--- src/rtl/board_input_conditioner.sv ---
// Board reset/button conditioner: lock-gated power-up delay, long-press
// reset, debounced buttons with edge pulses and a heartbeat LED.
module board_input_conditioner #(
  parameter int unsigned NUM_BUTTONS = 4,
  parameter logic [NUM_BUTTONS-1:0] BTN_ACTIVE_LOW = 4'b0001,
  parameter int unsigned DEBOUNCE_CYCLES = 65536,
  parameter int unsigned POWERUP_CYCLES = 512,
  parameter int unsigned RESET_BTN = 0,
  parameter int unsigned LONG_PRESS_CYCLES = 25200000,
  parameter int unsigned HEARTBEAT_CYCLES = 25200000
) (
  input  logic                   clk,
  input  logic                   reset,
  input  logic                   pll_locked,
  input  logic [NUM_BUTTONS-1:0] btn_raw,
  output logic [NUM_BUTTONS-1:0] btn_level,
  output logic [NUM_BUTTONS-1:0] btn_pressed,
  output logic [NUM_BUTTONS-1:0] btn_released,
  output logic                   sys_reset,
  output logic                   rst_n,
  output logic                   heartbeat
);

  localparam int unsigned DB_W =
    (DEBOUNCE_CYCLES > 1) ? $clog2(DEBOUNCE_CYCLES) : 1;
  localparam int unsigned PU_W =
    (POWERUP_CYCLES > 1) ? $clog2(POWERUP_CYCLES) : 1;
  localparam int unsigned LP_W =
    (LONG_PRESS_CYCLES > 1) ? $clog2(LONG_PRESS_CYCLES) : 1;
  localparam int unsigned HB_W =
    (HEARTBEAT_CYCLES > 1) ? $clog2(HEARTBEAT_CYCLES) : 1;

  localparam logic [DB_W-1:0] DB_LAST = DB_W'(DEBOUNCE_CYCLES - 1);
  localparam logic [PU_W-1:0] PU_LAST = PU_W'(POWERUP_CYCLES - 1);
  localparam logic [LP_W-1:0] LP_LAST = LP_W'(LONG_PRESS_CYCLES - 1);
  localparam logic [HB_W-1:0] HB_LAST = HB_W'(HEARTBEAT_CYCLES - 1);
  localparam logic [NUM_BUTTONS-1:0] RB_MASK =
    NUM_BUTTONS'(1) << RESET_BTN;

  typedef enum logic [1:0] {
    ST_POWERUP,
    ST_RUN,
    ST_LONGPRESS
  } state_e;

  logic [NUM_BUTTONS-1:0] bs1_q, bs2_q, btn_sync;
  logic [NUM_BUTTONS-1:0] stable_q, pressed_q, released_q;
  logic [DB_W-1:0]        db_cnt_q [NUM_BUTTONS];
  logic                   ls1_q, ls2_q;
  state_e                 state_q;
  logic [PU_W-1:0]        pu_cnt_q;
  logic [LP_W-1:0]        hold_cnt_q;
  logic                   sys_reset_q, rst_n_q;
  logic [HB_W-1:0]        hb_cnt_q, hb_cnt_d;
  logic                   hb_q, hb_d;
  logic                   rst_btn;

  assign btn_sync = bs2_q ^ BTN_ACTIVE_LOW;
  assign rst_btn  = |(stable_q & RB_MASK);

  always_ff @(posedge clk) begin
    if (reset) begin
      bs1_q      <= '0;
      bs2_q      <= '0;
      stable_q   <= '0;
      pressed_q  <= '0;
      released_q <= '0;
      for (int i = 0; i < NUM_BUTTONS; i++) begin
        db_cnt_q[i] <= '0;
      end
    end else begin
      bs1_q <= btn_raw;
      bs2_q <= bs1_q;
      for (int i = 0; i < NUM_BUTTONS; i++) begin
        pressed_q[i]  <= 1'b0;
        released_q[i] <= 1'b0;
        if (btn_sync[i] == stable_q[i]) begin
          db_cnt_q[i] <= '0;
        end else if (db_cnt_q[i] == DB_LAST) begin
          db_cnt_q[i]   <= '0;
          stable_q[i]   <= btn_sync[i];
          pressed_q[i]  <= btn_sync[i];
          released_q[i] <= ~btn_sync[i];
        end else begin
          db_cnt_q[i] <= db_cnt_q[i] + DB_W'(1);
        end
      end
    end
  end

  // Reset asserts on the edge that leaves RUN; release lags RUN entry by one.
  always_ff @(posedge clk) begin
    if (reset) begin
      ls1_q       <= 1'b0;
      ls2_q       <= 1'b0;
      state_q     <= ST_POWERUP;
      pu_cnt_q    <= '0;
      hold_cnt_q  <= '0;
      sys_reset_q <= 1'b1;
      rst_n_q     <= 1'b0;
    end else begin
      ls1_q <= pll_locked;
      ls2_q <= ls1_q;
      unique case (state_q)
        ST_POWERUP: begin
          sys_reset_q <= 1'b1;
          rst_n_q     <= 1'b0;
          if (!ls2_q) begin
            pu_cnt_q <= '0;
          end else if (pu_cnt_q == PU_LAST) begin
            pu_cnt_q   <= '0;
            hold_cnt_q <= '0;
            state_q    <= ST_RUN;
          end else begin
            pu_cnt_q <= pu_cnt_q + PU_W'(1);
          end
        end
        ST_RUN: begin
          if (!ls2_q) begin
            hold_cnt_q  <= '0;
            state_q     <= ST_POWERUP;
            sys_reset_q <= 1'b1;
            rst_n_q     <= 1'b0;
          end else if (!rst_btn) begin
            hold_cnt_q  <= '0;
            sys_reset_q <= 1'b0;
            rst_n_q     <= 1'b1;
          end else if (hold_cnt_q == LP_LAST) begin
            hold_cnt_q  <= '0;
            state_q     <= ST_LONGPRESS;
            sys_reset_q <= 1'b1;
            rst_n_q     <= 1'b0;
          end else begin
            hold_cnt_q  <= hold_cnt_q + LP_W'(1);
            sys_reset_q <= 1'b0;
            rst_n_q     <= 1'b1;
          end
        end
        ST_LONGPRESS: begin
          sys_reset_q <= 1'b1;
          rst_n_q     <= 1'b0;
          if (!ls2_q || !rst_btn) begin
            pu_cnt_q <= '0;
            state_q  <= ST_POWERUP;
          end
        end
        default: begin
          state_q     <= ST_POWERUP;
          sys_reset_q <= 1'b1;
          rst_n_q     <= 1'b0;
        end
      endcase
    end
  end

  always_comb begin
    hb_cnt_d = hb_cnt_q + HB_W'(1);
    hb_d     = hb_q;
    if (hb_cnt_q == HB_LAST) begin
      hb_cnt_d = '0;
      hb_d     = ~hb_q;
    end
  end

  always_ff @(posedge clk) begin
    if (reset) begin
      hb_cnt_q <= '0;
      hb_q     <= 1'b0;
    end else begin
      hb_cnt_q <= hb_cnt_d;
      hb_q     <= hb_d;
    end
  end

  assign btn_level    = stable_q;
  assign btn_pressed  = pressed_q;
  assign btn_released = released_q;
  assign sys_reset    = sys_reset_q;
  assign rst_n        = rst_n_q;
  assign heartbeat    = hb_q;

endmodule

--- config.mk ---
export PLATFORM = sky130hd
export DESIGN_NAME = board_input_conditioner
export DESIGN_NICKNAME = d
export VERILOG_FILES = /design/src/rtl/board_input_conditioner.sv
export SDC_FILE = /design/constraint.sdc
export NUM_CORES = 1
export LEC_CHECK = 0
export ABC_AREA = 1
export BUFFER_PORTS_ARGS = -buffer_cell sky130_fd_sc_hd__buf_2
export CORE_MARGIN = 2
export CORE_UTILIZATION = 35
export DETAILED_ROUTE_END_ITERATION = 16
export MAX_ROUTING_LAYER = met4
export PLACE_DENSITY = 0.61
export RECOVER_POWER = 50
export SETUP_SLACK_MARGIN = 0.5
export SLEW_MARGIN = 10
export SYNTH_ARGS = -nofsm -noshare
export SYNTH_HDL_FRONTEND = slang
export SYNTH_SLANG_ARGS = --single-unit
--- constraint.sdc ---
create_clock -name clk -period 1.8 [get_ports clk]
set_input_delay 0.18 -clock clk [delete_from_list [all_inputs] [get_ports clk]]
set_output_delay 0.18 -clock clk [all_outputs]
set_load 0.02 [all_outputs]
# Word level (Yosys, flattened, before mapping)
# Memories as Yosys holds them, arrays and structs flattened.
# Cells that the tools add are included.
# totals
ff_bits,86
latchBits,0
ram_bits,64
rom_bits,0
in_bits,7
output_inout_bits,15
elab_cells,174
n_memories,1
# memory_table
memory,depth,word_bits,read_ports,rd_ports_with_merged_regs,wr,line_no,source
db_cnt_q,4,16,4,0,4,48,logic [DB_W-1:0] db_cnt_q [NUM_BUTTONS];
# classes
addsub,7
multipliers,0
div,0
magnitude_cmp,0
n_eq_ne,18
shifts,0
n_mux,79
n_bitwise,27
n_reduce_logical,19
# op_table
cell,count
16-bit 2-to-1 mux,12
25-bit 2-to-1 mux,5
16-bit by 1-bit adder with 16-bit output (second input constant),4
16-bit == test (second input constant),4
25-bit by 1-bit adder with 25-bit output (second input constant),2
25-bit == test (second input constant),2
1-bit 2-to-1 mux,50
25-bit case mux with 2 select lines,1
9-bit 2-to-1 mux,3
9-bit case mux with 2 select lines,1
1-bit inverter,15
3-bit OR reduction,5
2-bit 2-to-1 mux,6
1-bit bitwise OR,12
2-bit AND reduction,5
9-bit by 1-bit adder with 9-bit output (second input constant),1
9-bit == test (second input constant),1
2-bit != test (second input constant),3
3-bit != test (second input constant),2
2-bit case mux with 3 select lines,1
5-bit AND reduction,1
1-bit == test,4
2-bit nonzero test,2
3-bit AND reduction,1
6 further kinds,7

# Logic depth before layout (Yosys ltp)
# logic_depth
word_depth,8
ltp_mapped,13
ltp_nobuf,13

# Least setup slack after synthesis
# No wires, ideal clock.
# synth_timing
kind,register to register
start,register pu_cnt_q[0]
end,register hold_cnt_q[14]
setup_ns,0.117
t_arrival_ns,1.826
required_time_ns,1.683
slack_ns,-0.143
path_stages_with_launch,13
path_cell_list,dfxtp_1 > ha_1 > nand3_1 > nor2_1 > nand3_1 > nor2_1 > ha_1 > nand3_1 > nand2_2 > buf_2 > nand3_1 > o21ai_0 > nor2_1
# synth_between
elab_chain_len,3
# synth_lines
element,line_no,source
"start, declared",51,logic [PU_W-1:0] pu_cnt_q;
"start signal, assigned",115,pu_cnt_q <= pu_cnt_q + PU_W'(1);
9-bit == test,110,end else if (pu_cnt_q == PU_LAST) begin
2-bit != test (no source line),--,
3-bit AND reduction (no source line),--,
"end signal, assigned",134,hold_cnt_q <= hold_cnt_q + LP_W'(1);
"end, declared",52,logic [LP_W-1:0] hold_cnt_q;
# No other way between the ends.
# A chain may end at the register's enable or synchronous reset.

# Worst setup path in the final report
# layout_timing
start,register pu_cnt_q[1]
end,register hold_cnt_q[16]
# Same word-level chain as after synthesis.

==> results.json <==
{
  "synth.ff_latch_count": 150,
  "first_pass_iters": 5,
  "htree_levels": 4,
  "synth-seq-area-share_pct": 46.41,
  "grt_setup_unrepaired": "yes",
  "dpl.hpwl_um": 11290,
  "diodes": 0,
  "clock_latency_ps": 430,
  "hold_ws_ps": 149.6,
  "syn_inst": 1012,
  "io_pins": 22,
  "detail_route.iter0.violations": 364,
  "cts_tree": "done",
  "syn_to_final_growth_pct": 46.11,
  "cp_num_buf_inv": 2,
  "cts_buffers": 17,
  "critPathTopFamily": "simple AND/OR/NAND/NOR gates",
  "port_buffers": 21,
  "routedWlPerCell_um": 12.75,
  "ys_types": 45,
  "end_kind": "flop",
  "grt_pass1_wl_um": 30910,
  "relSlewSlack_pct": 63.89,
  "worstSetupStartpointType": "flop",
  "use_met3_pct": 3.298,
  "violations": "setup timing",
  "start_util_pct": 35.86,
  "clkTransAtPathRegs_ps": 70,
  "power_density_nw_per_um2": 663.5,
  "period_share_pct": 109.8,
  "fin_area_um2": 11470,
  "grt_most_used_layer": "met2",
  "drive_above_1_share_pct": 36.46,
  "grt_max_degree": 19,
  "postRouteAntennaNets": 0,
  "worst_slew_pin_slew_ps": 539.7,
  "antenna_found_initial": 0,
  "syn_area_per_cell_um2": 7.757,
  "grt_pass1_vias": 6856,
  "route.detailed.drc": 0,
  "crit_slowest_cell": "dfxtp_2",
  "outcome": "finished, violations left",
  "grtUsageMet1_pct": 19.59,
  "syn-cell-area_um2": 7850,
  "grt_use_met2_pct": 27.17,
  "finalSetupViolCount": 52,
  "die_width_um": 153.8,
  "hp-class": "in -> reg",
  "required_ps": 2120,
  "max_stage_delay_ps": 360,
  "fin_ws_ps": -176.1,
  "finalCriticalPeriod_ps": 1976,
  "clk_path_buf_depth": 2,
  "maxSlewViolCount": 0,
  "leakagePower_nw": 4.421,
  "via_per_inst": 4.750,
  "place_area_um2": 8967,
  "cts_root_buf": "clkbuf_16",
  "maxCapViolCount": 0,
  "hold_viol_final": 0,
  "worst-path-max-fanout": 8,
  "dieArea_um2": 23640,
  "dieHeight_um": 153.8,
  "layout.nets": 1250,
  "grt_use_total_pct": 16.26,
  "critical_path_class": "reg -> reg",
  "cp_cell_sequence": "ha_4 > nand3_4 > nor2_4 > nand3_2 > nor2_2 > ha_2 > nand3_4 > nand2_4 > buf_6 > inv_8 > nor2_4 > nand2_1 > xor2_1 > nor2_1",
  "clock-sinks": 150,
  "wl_um": 19480,
  "grt_overflow_total": 0,
  "worstPathArrival_ps": 2290,
  "core_um2": 21890,
  "skew_ps": 11.76,
  "rows": 54,
  "irDropWorstVdd_mv": 0.5510,
  "yosys_warnings": 0,
  "fmax_mhz": 506.0,
  "vias": 7258,
  "routabilityCongestion": 0.8684,
  "rrSetupSlack_ps": -180
}
==> synth_stat cells (all sizes together) <==
library cell	instances	area share (%)
a21o	2	0.19
inv	139	6.6
o21ai	26	2.0
xor2	22	2.5
nor3	47	3.5
nand4	29	2.5
xnor2	10	1.1
a221oi	1	0.11
conb	1	0.048
nor2	185	10
dfxtp	86	22
edfxtp	64	24
clkbuf	3	0.14
nand3	66	4.5
buf	11	0.96
nand2	221	11
o21bai	2	0.19
or2	7	0.56
a21oi	54	3.5
nor4	2	0.16
a211oi	5	0.48
a31oi	6	0.48
ha	8	1.3
nor3b	14	1.4
or3	1	0.080
==> report_power, final <==
part	total, mW	internal (mW)	switching, mW	leakage (nW)
clock	3.43	1.94	1.49	0.270
sequential	3.71	3.63	0.0816	1.37
combinational	0.470	0.197	0.273	2.78
total	7.61	5.77	1.84	4.42
==> path summary, 6_finish.rpt <==
check,from,to,cells after the start
worst min-delay path,reset,bs2_q[3]$_SDFF_PP0_,2
worst min register to register,bs1_q[0]$_SDFF_PP0_,bs2_q[0]$_SDFF_PP0_,2
worst max register to register,pu_cnt_q[1]$_SDFFE_PP0P_,hold_cnt_q[16]$_SDFFE_PP0P_,14
worst max-delay path,pu_cnt_q[1]$_SDFFE_PP0P_,hold_cnt_q[16]$_SDFFE_PP0P_,14
==> through the flow <==
stage	std cells	setup slack (ps)	power [mW]	utilization, %	TNS [ps]
after floorplan	1075	4.511	3.989	-	0
after global placement	1397	-118.7	4.061	40.96	-1303
after detailed placement	1397	-146.9	4.069	40.96	-1752
after CTS	1497	-84.73	7.654	49.35	-692.7
after global routing	1528	-302.7	7.911	52.39	-10810
final	1528	-176.1	7.611	52.39	-5328
==> cells in the final DEF (no fill, tap or decap), types with 21 or more instances in the layout <==
master / Yosys / layout
a21oi_2: 2 / 35
buf_4: 4 / 89
buf_6: 2 / 26
conb_1: 1 / 64
dfxtp_1: 86 / 64
edfxtp_1: 64 / 64
inv_1: 128 / 121
nand2_1: 211 / 175
nand2_2: 8 / 30
nand3_1: 62 / 43
nand4_1: 27 / 27
nor2_1: 157 / 116
nor2_2: 21 / 28
nor2_4: 6 / 40
nor3_2: 6 / 24
xor2_1: 22 / 21
==> routing by layer <==
layer	routed length, um	up-vias
met5	0	-
met1	8623	3406
met3	687	31
met4	334	0
met2	9835	126
li1	-	3695
==> logic make-up after synthesis <==
family | after synthesis | synth area share, %
AND/OR/NAND/NOR | 572 | 33.97
buffers and inverters | 153 | 7.746
flip-flops | 150 | 46.41
AO/OA/AOI/OAI | 96 | 6.981
XOR/XNOR | 32 | 3.570
adder cells (fa/ha/maj) | 8 | 1.275
other | 1 | 0.04777
==> registers in the layout (all words and copies together), names as in the netlist, 2 cells and up <==
name,flops
hb_cnt_q,25
db_cnt_q,64
bs2_q,4
bs1_q,4
pu_cnt_q,9
hold_cnt_q,25
btn_released,4
btn_pressed,4
state_q,2
btn_level,4
==> layout make-up <==
type / instances / area (um^2)
timing repair buffer: 152 / 1275
sequential: 150 / 3689
multi-input combinational: 774 / 5042
clock buffer: 18 / 439.2
inverter: 139 / 539.3
tap: 280 / 350.3
timing repair inverter: 1 / 7.507
fill: 2007 / 10420
clock inverter: 14 / 127.6
==> what timing repair did <==
item | in CTS | in global routing
hold buffers | 5 | 0
pin swaps | 67 | 73
gates resized for setup | 162 | 146
endpoints found under the setup margin | 139 | 139
cloned | 6 | 0
hold endpoints to repair | 5 | 0
setup buffers | 57 | 31
Note: power is estimated with default switching activity, not from simulation.
